<file path="src/rtl/multiprecision_add_sequencer.sv">
// ============================================================================
// Module   : multiprecision_add_sequencer (+ multiprecision_add_sequencer_cla)
// Brief    : W = N*K bit add/subtract, one N-bit chunk per cycle, LSB first.
// Revision : 1.0 - initial release
// ============================================================================
`default_nettype none

module multiprecision_add_sequencer_cla #(
  parameter int N = 32
) (
  input  logic [N-1:0] i_a,
  input  logic [N-1:0] i_b,
  input  logic         i_ci,
  output logic [N-1:0] o_sum,
  output logic         o_co
);

  localparam int c_LVL = (N > 1) ? $clog2(N) : 0;

  logic [N-1:0]            w_p;
  logic [c_LVL:0][N-1:0]   w_gg;
  logic [c_LVL:0][N-1:0]   w_pp;
  logic                    w_unused_pp;

  assign w_p         = i_a ^ i_b;
  assign w_pp[0]     = w_p;
  assign w_unused_pp = ^w_pp;

  // Carry-in is folded into bit 0's generate, so w_gg[c_LVL][i] is the carry into bit i+1.
  for (genvar i = 0; i < N; i++) begin : g_gen0
    if (i == 0) begin : g_lsb
      assign w_gg[0][i] = (i_a[i] & i_b[i]) | (w_p[i] & i_ci);
    end else begin : g_other
      assign w_gg[0][i] = i_a[i] & i_b[i];
    end
  end

  for (genvar l = 0; l < c_LVL; l++) begin : g_level
    for (genvar i = 0; i < N; i++) begin : g_node
      if (i >= (1 << l)) begin : g_merge
        assign w_gg[l+1][i] = w_gg[l][i] | (w_pp[l][i] & w_gg[l][i-(1<<l)]);
        assign w_pp[l+1][i] = w_pp[l][i] & w_pp[l][i-(1<<l)];
      end else begin : g_pass
        assign w_gg[l+1][i] = w_gg[l][i];
        assign w_pp[l+1][i] = w_pp[l][i];
      end
    end
  end

  for (genvar i = 0; i < N; i++) begin : g_sum
    if (i == 0) begin : g_lsb
      assign o_sum[i] = w_p[i] ^ i_ci;
    end else begin : g_other
      assign o_sum[i] = w_p[i] ^ w_gg[c_LVL][i-1];
    end
  end

  assign o_co = w_gg[c_LVL][N-1];

endmodule

module multiprecision_add_sequencer #(
  parameter int N = 32,
  parameter int K = 4
) (
  input  logic           clk,
  input  logic           rst_n,
  input  logic           i_in_valid,
  output logic           o_in_ready,
  input  logic [N*K-1:0] i_in_a,
  input  logic [N*K-1:0] i_in_b,
  input  logic           i_in_ci,
  input  logic           i_in_sub,
  output logic           o_out_valid,
  input  logic           i_out_ready,
  output logic [N*K-1:0] o_out_c,
  output logic           o_out_co,
  output logic           o_busy
);

  localparam int W    = N * K;
  localparam int IDXW = (K > 1) ? $clog2(K) : 1;

  localparam logic [IDXW-1:0] c_LAST_IDX = IDXW'(K - 1);

  localparam logic [1:0] c_IDLE = 2'd0;
  localparam logic [1:0] c_RUN  = 2'd1;
  localparam logic [1:0] c_DONE = 2'd2;

  logic [1:0]            r_state;
  logic [K-1:0][N-1:0]   r_a;
  logic [K-1:0][N-1:0]   r_b;
  logic [K-1:0][N-1:0]   r_c;
  logic                  r_sub;
  logic                  r_carry;
  logic                  r_co;
  logic [IDXW-1:0]       r_idx;

  logic [N-1:0]          w_sum;
  logic                  w_cout;

  multiprecision_add_sequencer_cla #(
    .N (N)
  ) u_cla (
    .i_a   (r_a[r_idx]),
    .i_b   (r_b[r_idx]),
    .i_ci  (r_carry),
    .o_sum (w_sum),
    .o_co  (w_cout)
  );

  // Subtract is A + ~B + ~borrow_in; the final carry is inverted back into a borrow.
  always_ff @(posedge clk or negedge rst_n) begin
    if (!rst_n) begin
      r_state <= c_IDLE;
      r_a     <= '0;
      r_b     <= '0;
      r_c     <= '0;
      r_sub   <= 1'b0;
      r_carry <= 1'b0;
      r_co    <= 1'b0;
      r_idx   <= '0;
    end else begin
      case (r_state)
        c_IDLE: begin
          if (i_in_valid) begin
            r_a     <= i_in_a;
            r_b     <= i_in_sub ? ~i_in_b : i_in_b;
            r_sub   <= i_in_sub;
            r_carry <= i_in_sub ^ i_in_ci;
            r_idx   <= '0;
            r_state <= c_RUN;
          end
        end
        c_RUN: begin
          r_c[r_idx] <= w_sum;
          r_carry    <= w_cout;
          r_idx      <= r_idx + 1'b1;
          if (r_idx == c_LAST_IDX) begin
            r_co    <= r_sub ^ w_cout;
            r_state <= c_DONE;
          end
        end
        c_DONE: begin
          if (i_out_ready) begin
            r_state <= c_IDLE;
          end
        end
        default: r_state <= c_IDLE;
      endcase
    end
  end

  assign o_in_ready  = (r_state == c_IDLE);
  assign o_out_valid = (r_state == c_DONE);
  assign o_busy      = (r_state != c_IDLE);
  assign o_out_c     = W'(r_c);
  assign o_out_co    = r_co;

endmodule

`default_nettype wire

</file>
<file path="config.mk">
export PLATFORM = sky130hd
export DESIGN_NAME = multiprecision_add_sequencer
export DESIGN_NICKNAME = d
export VERILOG_FILES = /design/src/rtl/multiprecision_add_sequencer.sv
export SDC_FILE = /design/constraint.sdc
export NUM_CORES = 1
export LEC_CHECK = 0
export ABC_AREA = 0
export ABC_CLOCK_PERIOD_IN_PS = 5200
export BUFFER_PORTS_ARGS = -buffer_cell sky130_fd_sc_hd__buf_2
export CORE_MARGIN = 3
export CORE_UTILIZATION = 55
export CTS_CLUSTER_SIZE = 10
export DETAILED_ROUTE_END_ITERATION = 10
export PLACE_DENSITY = 0.8
export SETUP_SLACK_MARGIN = 0.5
export SYNTH_ARGS = -nofsm -noshare
export SYNTH_HDL_FRONTEND = slang
export SYNTH_SLANG_ARGS = --single-unit
</file>
<file path="constraint.sdc">
create_clock -name clk -period 5.2 [get_ports clk]
set_clock_uncertainty 0.1 [all_clocks]
set_input_delay 0.52 -clock clk [delete_from_list [all_inputs] [get_ports clk]]
set_output_delay 0.52 -clock clk [all_outputs]
set_load 0.1 [all_outputs]
</file>
==> flow_summary_export.csv <==
group,metric,value,unit
clock_network,cts_setup_buffers,0,
timing,max_freq,0.244,GHz
clock_network,hold_buffers,1,
timing,worst_pin_slew,1.23,ns
placement,dpl-instance-area,21300,um^2
global_routing,antenna_found_initial,13,
critical_path,crit_slowest_cell,"mux4_2",
placement,portBuffers,393,
timing,relSlewSlack,0.178,
yosys,yosys_register_bits,391,
floorplanning,fp-row-count,67,
hold_path,whs_endpoint,"r_state[1]$_DFFE_PN0P_",
floorplanning,dieArea,36900,um^2
timing,fin_crit_sh,0.789,
yosys,synth_top_area_share,0.514,
yosys,ys_top_cells_by_area,"dfrtp_1, mux2_2, mux4_2",
finish,drive_gt1_frac,0.339,
finish,syn2layout_area_growth,18.6,%
floorplanning,io_pins,394,
clock_network,root_buffer,"clkbuf_16",
routing,viasPerCell,5.88,
clock_network,h-tree-depth,2,
hold_path,min_from,"i_out_ready",
placement,dp.cells,2411,
routing,wire_per_inst,21.3,um
clock_network,clk_latency,0.53,ns
finish,nets,2311,
hold_path,worstHoldPathCells,2,
clock_network,clk_pin_slew,0.06,ns
timing,drv_slew,0,
critical_path,cpLargestDelayFamily,"compound AO/OA/AOI/OAI gates",
global_routing,grt_use_total,0.283,
finish,n_fill_cell,2506,
yosys,ys_top_cells_by_count,"dfrtp_1, nand2_1, a21oi_1, nor2_1, xnor2_1",
job,maxCapViolations,0,
floorplanning,core_area,33800,um^2
yosys,ys.flop_type,"dfrtp_1",
yosys,ys_seq_area_frac,0.514,
critical_path,crit_fanout,28,
clock_network,numCtsBuffers,46,
finish,design_area,22600,um^2
hold_path,hp-class,"input port to register",
finish,multi_input_area,8710,um^2
yosys,synth_top_cell_by_area,"dfrtp_1",
routing,vias,14542,
routing,drt-total-wl,52700,um
clock_network,clockBufferDepth,3,
critical_path,crit_type,"register to register",
yosys,syn_area,19000,um^2
finish,layout.cells.non_filler,2475,
yosys,synth_cell_type_count,67,
critical_path,start_kind,"register",
critical_path,reg2regPathDepth,10,
floorplanning,die_y,192,um
critical_path,crit_buf_inv,1,
critical_path,worst_setup_path_end_kind,"register",
critical_path,rrSetupSlack,1.10,ns
clock_network,clock_sinks,391,
yosys,syn_inst,1678,
critical_path,cp.required,5.54,ns
yosys,synth_edf_count,0,
global_routing,gr-total-overflow,0,
timing,fin_crit,4.10,ns
placement,gp_congestion,0.957,
yosys,ys_warn_count,0,
yosys,ys_async_sr_fraction,1.00,
global_routing,grt_pass1_vias,14720,
critical_path,arrival,4.44,ns
critical_path,critPathMaxStageDelay,0.59,ns
floorplanning,start_util,0.563,
finish,seqCellArea,9790,um^2
critical_path,r2r-end,"o_out_c[125]$_DFFE_PN0P_",
yosys,post_synth.cell_area_avg,11.3,um^2
routing,drt_iter0_drc,941,
placement,dpl.hpwl,38200,um
routing,ant_nets,0,
yosys,synth_nets,1977,
timing,finalSetupTns,0,ns
outcome,outcome,"completed",
clock_network,cts_tree,"done",
timing,rsz0062_at_grt,"no",
routing,drc,0,
routing,dr.pass1.iters,6,
clock_network,cts-resized-gates,0,
critical_path,r2r_start,"r_idx[0]$_DFFE_PN0P_",
global_routing,grt_max_degree,123,
timing,hold_violations,0,
timing,setup_viol,0,
floorplanning,die_w,192,um
critical_path,worstPathCellList,"buf_4 > mux4_2 > ha_1 > a21oi_1 > o21ai_1 > a2111oi_0 > nand3_1 > a31oi_1 > mux2_2 > o21ai_0",
global_routing,grt_pass1_wl,80800,um
yosys,synth.most_common_cell,"dfrtp_1",
## placed cells by master (no fill, tap or decap), types with 47 or more instances in the layout
cell and n:
a21oi_1 161, o21ai_0 97, clkbuf_16 47, buf_2 391, dfrtp_1 389, xnor2_1 138, nor2_1 148, mux4_2 64
mux2_2 130, nand2_1 170
## layer usage
layer / global-route usage / wire length (um) / up-vias
met5: 0 / 102 / -
met4: 0.0947 / 1770 / 14
met3: 0.0588 / 4330 / 137
met2: 0.458 / 24800 / 634
met1: 0.385 / 21600 / 7217
li1: - / - / 6540
## final cells by class
cell class	count	area share
Clock buffer	54	0.0546
Timing Repair Buffer	408	0.0964
Sequential cell	391	0.434
Multi-Input combinational cell	1158	0.386
Tap cell	448	0.0249
Antenna cell	6	0.000666
Inverter	7	0.00116
Clock inverter	3	0.00205
## registers in the layout, summed over array words and instances, names as in the netlist
register and count:
r_state 2, r_idx 2, r_b 128, r_carry 1, o_out_co 1, o_out_c 128
r_sub 1, r_a 128
## metrics by stage
stage / hold WS [ns] / setup slack, ns / util
floorplan: 0.124 / 1.39 / -
global placement: 0.355 / 1.24 / 0.629
detailed placement: 0.365 / 1.20 / 0.629
CTS: 0.0607 / 1.14 / 0.667
global route: 0.0975 / 0.784 / 0.667
finish: 0.0802 / 1.10 / 0.668
## worst max path at each step
stage	from	to	slack (ns)	cells past startpoint
5_1_grt	r_idx[0]$_DFFE_PN0P_	o_out_c[29]$_DFFE_PN0P_	0.78	10
4_1_cts	r_idx[0]$_DFFE_PN0P_	o_out_c[29]$_DFFE_PN0P_	1.14	10
6_report	r_idx[0]$_DFFE_PN0P_	o_out_c[125]$_DFFE_PN0P_	1.10	10
3_5_place_dp	r_idx[0]$_DFFE_PN0P_	o_out_c[29]$_DFFE_PN0P_	1.20	10
2_1_floorplan	r_idx[0]$_DFFE_PN0P_	o_out_co$_DFFE_PN0P_	1.39	12
3_3_place_gp	r_idx[0]$_DFFE_PN0P_	o_out_c[93]$_DFFE_PN0P_	1.24	10
## logic make-up (layout without fill, tap and decap cells)
group / count (synthesis) / in the layout / share of synthesized area
AO/OA/AOI/OAI: 358 / 358 / 0.111
other: 0 / 6 / 0
adder cells (fa/ha/maj): 37 / 37 / 0.0251
XOR/XNOR: 156 / 156 / 0.0730
multiplexers: 200 / 200 / 0.156
AND/OR/NAND/NOR: 407 / 407 / 0.0925
flip-flops: 391 / 391 / 0.514
buffers and inverters: 129 / 472 / 0.0285
## worst reg2reg max path, cell delays in order (launching register included)
cell and delay, ns:
dfrtp_4 0.45, buf_4 0.47, mux4_2 0.62, ha_1 0.44, a21oi_1 0.29, o21ai_1 0.13, a2111oi_0 0.41, nand3_1 0.29
a31oi_1 0.24, mux2_2 0.38, o21ai_0 0.18
Power is left out: the tool's default activity adds up to more than one toggle a clock period on the data nets, which glitch-free logic cannot reach.
